===== src/rtl/mem_access_ctrl_pkg.sv =====
// Shared encodings for the memory access controller: address-mux selects, grant codes,
// exception causes and FSM states.
package mem_access_ctrl_pkg;

  localparam logic [2:0] SEL_PC  = 3'b000;
  localparam logic [2:0] SEL_ALU = 3'b001;
  localparam logic [2:0] SEL_253 = 3'b010;
  localparam logic [2:0] SEL_254 = 3'b011;
  localparam logic [2:0] SEL_255 = 3'b100;
  localparam logic [2:0] SEL_A   = 3'b101;
  localparam logic [2:0] SEL_B   = 3'b110;

  localparam logic [1:0] GNT_FETCH = 2'b00;
  localparam logic [1:0] GNT_DATA  = 2'b01;
  localparam logic [1:0] GNT_REG   = 2'b10;
  localparam logic [1:0] GNT_EXC   = 2'b11;

  localparam logic [1:0] CAUSE_253 = 2'b00;
  localparam logic [1:0] CAUSE_254 = 2'b01;
  localparam logic [1:0] CAUSE_255 = 2'b10;
  localparam logic [1:0] CAUSE_BAD = 2'b11;

  typedef enum logic [1:0] {
    StIdle,
    StAccess,
    StWait,
    StCapture
  } state_e;

  // The illegal cause still reads vector 255 so the handler sees something defined.
  function automatic logic [2:0] exc_sel(input logic [1:0] cause);
    case (cause)
      CAUSE_253: return SEL_253;
      CAUSE_254: return SEL_254;
      default:   return SEL_255;
    endcase
  endfunction

endpackage


===== src/rtl/mem_req_arbiter.sv =====
// Fixed-priority requester encoder: exc > data > reg > fetch.
module mem_req_arbiter
  import mem_access_ctrl_pkg::*;
(
  input  logic       req_fetch_i,
  input  logic       req_data_i,
  input  logic       data_we_i,
  input  logic       req_reg_i,
  input  logic       reg_sel_i,
  input  logic       reg_we_i,
  input  logic       req_exc_i,
  input  logic [1:0] exc_cause_i,
  output logic       valid_o,
  output logic [1:0] grant_o,
  output logic [2:0] sel_o,
  output logic       we_o,
  output logic       bad_o
);

  always_comb begin
    valid_o = 1'b1;
    grant_o = GNT_FETCH;
    sel_o   = SEL_PC;
    we_o    = 1'b0;
    bad_o   = 1'b0;
    if (req_exc_i) begin
      grant_o = GNT_EXC;
      sel_o   = exc_sel(exc_cause_i);
      bad_o   = (exc_cause_i == CAUSE_BAD);
    end else if (req_data_i) begin
      grant_o = GNT_DATA;
      sel_o   = SEL_ALU;
      we_o    = data_we_i;
    end else if (req_reg_i) begin
      grant_o = GNT_REG;
      sel_o   = reg_sel_i ? SEL_B : SEL_A;
      we_o    = reg_we_i;
    end else if (!req_fetch_i) begin
      valid_o = 1'b0;
    end
  end

endmodule


===== src/rtl/mem_access_ctrl.sv =====
// Multi-cycle memory access sequencer: arbitrates requesters in IDLE, drives the address-mux
// select and write/load strobes through ACCESS, WAIT and CAPTURE.
module mem_access_ctrl
  import mem_access_ctrl_pkg::*;
#(
  parameter int unsigned MEM_LAT = 2
) (
  input  logic       clk_i,
  input  logic       reset_i,
  input  logic       req_fetch_i,
  input  logic       req_data_i,
  input  logic       data_we_i,
  input  logic       req_reg_i,
  input  logic       reg_sel_i,
  input  logic       reg_we_i,
  input  logic       req_exc_i,
  input  logic [1:0] exc_cause_i,
  output logic [2:0] mem_adrs_src_o,
  output logic       mem_wr_o,
  output logic       ir_wr_o,
  output logic       mdr_wr_o,
  output logic       busy_o,
  output logic       done_o,
  output logic [1:0] grant_o,
  output logic       exc_bad_o
);

  localparam int unsigned CntW = 3;

  state_e            state_q, state_d;
  logic [CntW-1:0]   cnt_q, cnt_d;
  logic [1:0]        gnt_q, gnt_d;
  logic [2:0]        sel_q, sel_d;
  logic              we_q, we_d;
  logic              bad_q, bad_d;

  logic              arb_valid;
  logic [1:0]        arb_grant;
  logic [2:0]        arb_sel;
  logic              arb_we;
  logic              arb_bad;

  mem_req_arbiter u_arbiter (
    .req_fetch_i (req_fetch_i),
    .req_data_i  (req_data_i),
    .data_we_i   (data_we_i),
    .req_reg_i   (req_reg_i),
    .reg_sel_i   (reg_sel_i),
    .reg_we_i    (reg_we_i),
    .req_exc_i   (req_exc_i),
    .exc_cause_i (exc_cause_i),
    .valid_o     (arb_valid),
    .grant_o     (arb_grant),
    .sel_o       (arb_sel),
    .we_o        (arb_we),
    .bad_o       (arb_bad)
  );

  always_comb begin
    state_d        = state_q;
    cnt_d          = cnt_q;
    gnt_d          = gnt_q;
    sel_d          = sel_q;
    we_d           = we_q;
    bad_d          = bad_q;
    mem_adrs_src_o = SEL_PC;
    mem_wr_o       = 1'b0;
    ir_wr_o        = 1'b0;
    mdr_wr_o       = 1'b0;
    done_o         = 1'b0;
    exc_bad_o      = 1'b0;
    busy_o         = 1'b1;
    grant_o        = gnt_q;
    unique case (state_q)
      StIdle: begin
        busy_o  = 1'b0;
        grant_o = GNT_FETCH;
        if (arb_valid) begin
          gnt_d   = arb_grant;
          sel_d   = arb_sel;
          we_d    = arb_we;
          bad_d   = arb_bad;
          state_d = StAccess;
        end
      end
      StAccess: begin
        mem_adrs_src_o = sel_q;
        mem_wr_o       = we_q;
        if (we_q || MEM_LAT == 1) begin
          state_d = StCapture;
        end else begin
          state_d = StWait;
          cnt_d   = CntW'(MEM_LAT - 2);
        end
      end
      StWait: begin
        mem_adrs_src_o = sel_q;
        if (cnt_q == '0) begin
          state_d = StCapture;
        end else begin
          cnt_d = cnt_q - CntW'(1);
        end
      end
      StCapture: begin
        mem_adrs_src_o = sel_q;
        done_o         = 1'b1;
        exc_bad_o      = bad_q;
        if (!we_q) begin
          ir_wr_o  = (gnt_q == GNT_FETCH);
          mdr_wr_o = (gnt_q != GNT_FETCH);
        end
        state_d = StIdle;
      end
      default: state_d = StIdle;
    endcase
  end

  always_ff @(posedge clk_i or posedge reset_i) begin
    if (reset_i) begin
      state_q <= StIdle;
      cnt_q   <= '0;
      gnt_q   <= '0;
      sel_q   <= '0;
      we_q    <= 1'b0;
      bad_q   <= 1'b0;
    end else begin
      state_q <= state_d;
      cnt_q   <= cnt_d;
      gnt_q   <= gnt_d;
      sel_q   <= sel_d;
      we_q    <= we_d;
      bad_q   <= bad_d;
    end
  end

endmodule


===== config.mk =====
export PLATFORM = sky130hd
export DESIGN_NAME = mem_access_ctrl
export DESIGN_NICKNAME = d
export VERILOG_FILES = /design/src/rtl/mem_access_ctrl_pkg.sv /design/src/rtl/mem_req_arbiter.sv /design/src/rtl/mem_access_ctrl.sv
export SDC_FILE = /design/constraint.sdc
export NUM_CORES = 1
export LEC_CHECK = 0
export ABC_AREA = 1
export CAP_MARGIN = 20
export CORE_AREA = 2 2 44 46
export DETAILED_ROUTE_END_ITERATION = 16
export DIE_AREA = 0 0 46 48
export PLACE_DENSITY_LB_ADDON = 0.12
export SYNTH_ARGS = -nofsm -noshare
export SYNTH_HDL_FRONTEND = slang
export SYNTH_HIERARCHICAL = 1
export SYNTH_SLANG_ARGS = --single-unit

===== constraint.sdc =====
create_clock -name clk_i -period 2.7 [get_ports clk_i]
set_input_delay 0.54 -clock clk_i [delete_from_list [all_inputs] [get_ports clk_i]]
set_output_delay 0.54 -clock clk_i [all_outputs]
set_load 0.05 [all_outputs]

==> key figures <==
Worst setup path
  • CP max FO: 5
  • CP arrival: 2000 ps
  • CP Capture Type: primary output
  • CP Class: reg -> out
  • Worst path required time: 2160 ps
  • Crit start category: flip-flop

Finish
  • Fin area: 1096 um2
  • Antenna cell count: 0
  • Share of layout cells above drive strength 1: 0.09155
  • Layout Area Growth over Synthesis: 32.93%
  • Layout Nets: 160
  • Post-route insts no fill: 159

Global routing
  • Vias in the first global route: 647
  • Largest net degree at the start of global routing: 13
  • GRT overflow: 0
  • Total track usage: 0.1753
  • First-pass GRT wire length: 2691 um
  • Antenna violations before repair: 0

Place
  • Port bufs: 21
  • Placed Instances: 155
  • Detail Placement HPWL: 1288 um
  • Pre-CTS setup slack: 356.7 ps
  • DP Area: 1042 um2
  • Final GP Congestion: 0.7060

Route
  • Via count: 798
  • First-pass DRT Iterations: 5
  • Initial DRC Count: 13
  • # DRC: 0
  • Vias per cell: 5.019
  • Post-DRT Antenna Nets: 0
  • Final WL: 1613 um
  • DR WL/cell: 10.14 um

Clock tree
  • Clk sinks: 12
  • H-tree depth: 1
  • CTS tree: built
  • CTS Buffer Depth: 2
  • Clock transition at path regs: 90 ps
  • Worst skew pair latency: 280 ps
  • Total CTS buffers: 3
  • Clk root buf: clkbuf_4

Synth
  • Post-synth top area share: 0.3642
  • Syn_area_per_cell: 6.929 um2
  • Yosys cell types: 17
  • Syn. warnings: 6
  • Top cell type by total area after synthesis: dfrtp_1
  • Synth Net Count: 136
  • Synth Instances: 119
  • Synthesized cell area: 824.5 um2
  • Synthesized flop and latch total: 12
  • Post-synthesis sequential area ratio: 0.3642
  • Top cells by area, synth: dfrtp_1, nand2_1, ha_1

Pwr
  • Static Leak: 0.6484 nW
  • Power Internal: 0.6330 mW
  • Sequential cell fraction of total power: 0.229
  • Switch Pwr: 0.7182 mW
  • Clock power share: 0.111
  • Total power: 1.351 mW
  • Switch share: 0.5315
  • Power per cell area: 1233 nW/um2
  • VDD IR max: 0.6281 mV
  • Power share of the combinational group: 0.659

STA
  • TNS Setup: 0 ps
  • Max Clock Skew: 5.179 ps
  • Worst slew margin: 0.6619
  • Crit share post-route: 0.9422
  • Finish-stage setup viols: 0
  • Hold Fails Final Rpt: 0
  • Final worst-path setup slack: 156.1 ps
  • Post-layout min period: 2544 ps
  • Slew of the pin with the lowest slew margin: 506.3 ps
  • Slew Limit Fails: 0
  • FMAX: 0.3931 GHz
  • RSZ-0062 raised after global routing: false

Floorplan
  • Die area: 2208 um2
  • Chip Height: 48 um
  • IO Pins: 22
  • Initial Util: 0.4881
  • Die width: 46 um
  • Core area: 1689 um2
  • Cell Rows: 15

Flow run
  • Max-cap violations: 0

Worst hold path
  • Hold Crit Class: reg -> reg

Run status
  • Outcome: complete, no violations
==> per-stage QoR <==
| step | util | hold slack [ps] |
|---|---|---|
| after global placement | 0.6170 | 454.8 |
| final | 0.6489 | 472.2 |
| after detailed placement | 0.6170 | 459.3 |
| after global routing | 0.6489 | 499.6 |
| after CTS | 0.6385 | 479.1 |
| after floorplan | - | 404.7 |
==> synth_stat cells <==
cell type  number
a21oi_1         7
buf_4           1
buf_6           1
dfrtp_1        12
ha_1            6
inv_1          17
inv_2           3
nand2_1        36
nand2_2         2
nand3_1        11
nand4_1         2
nor2_1         16
nor2_4          1
nor3_1          1
nor3b_1         1
o22ai_2         1
or2_4           1
==> layer usage <==
metal	track usage	wire, um	vias to the layer above
met2	0.2917	784	15
met1	0.2032	734	362
li1	-	-	416
met5	0	0	-
met4	0.1029	41	0
met3	0.04528	52	5
==> power groups by stage <==
stage | clock [mW] | sequential [mW] | combinational, mW
floorplan | 0 | 0.300 | 0.689
global placement | 0 | 0.308 | 0.893
detailed placement | 0 | 0.313 | 0.908
CTS | 0.152 | 0.310 | 0.910
global route | 0.167 | 0.323 | 0.974
finish | 0.150 | 0.310 | 0.891
==> registers in the layout, indices dropped and copies added, names as in the netlist <==
name,cells
cnt_q,3
gnt_q,2
sel_q,3
bad_q,1
state_q,2
we_q,1
==> final cells by class <==
cell class                 instances  area [um2]
multi-input combinational         85       435.4
sequential                        12       300.3
inverter                          20       75.07
fill                             164       593.1
clock buffer                       4       36.28
tap                               17       21.27
timing repair buffer              21       227.7
==> placed cells by master, fill, tap and decap left out <==
master	Yosys	routed
nand2_1	36	36
inv_1	17	17
nor2_1	16	16
clkdlybuf4s50_1	0	14
dfrtp_1	12	12
nand3_1	11	11
a21oi_1	7	7
dlymetal6s2s_1	0	7
ha_1	6	6
inv_2	3	3
clkbuf_4	0	3
nand4_1	2	2
nand2_2	2	2
or2_4	1	1
nor3b_2	0	1
nor3_1	1	1
clkbuf_8	0	1
o22ai_2	1	1
nor2_4	1	1
==> worst max-delay path, cell delays in order, from the launching register on <==
cell,delay (ps)
dfrtp_1,440
ha_1,230
inv_1,70
nor3_1,160
clkdlybuf4s50_1,820
==> path summary, 6_finish.rpt <==
kind	startpoint	to	slack (ps)	cells after the start
min in group asynchronous	reset_i	we_q	560	2
hold reg to reg	cnt_q[1]	cnt_q[1]	470	2
setup / recovery	state_q[1]	ir_wr_o	160	4
setup reg to reg	state_q[0]	gnt_q[1]	1060	5
max in group asynchronous	reset_i	sel_q[0]	1820	2
hold / removal	cnt_q[1]	cnt_q[1]	470	2
==> cell families (layout without fill, tap and decap cells) <==
kind of cell,after synthesis,count (layout),share of synthesized area
AOI/OAI and AO/OA,8,8,0.05766
adders and majority gates,6,6,0.09104
buffers and inverters,22,45,0.1138
DFF,12,12,0.3642
and+or+nand+nor,71,71,0.3733
==> repair_timing <==
action | in CTS | in global routing
resized for setup | 0 | 7
setup endpoints to repair | 0 | 7
hold buffers | 0 | 0
setup buffers | 0 | 0
Note: power is estimated with default switching activity, not from simulation.
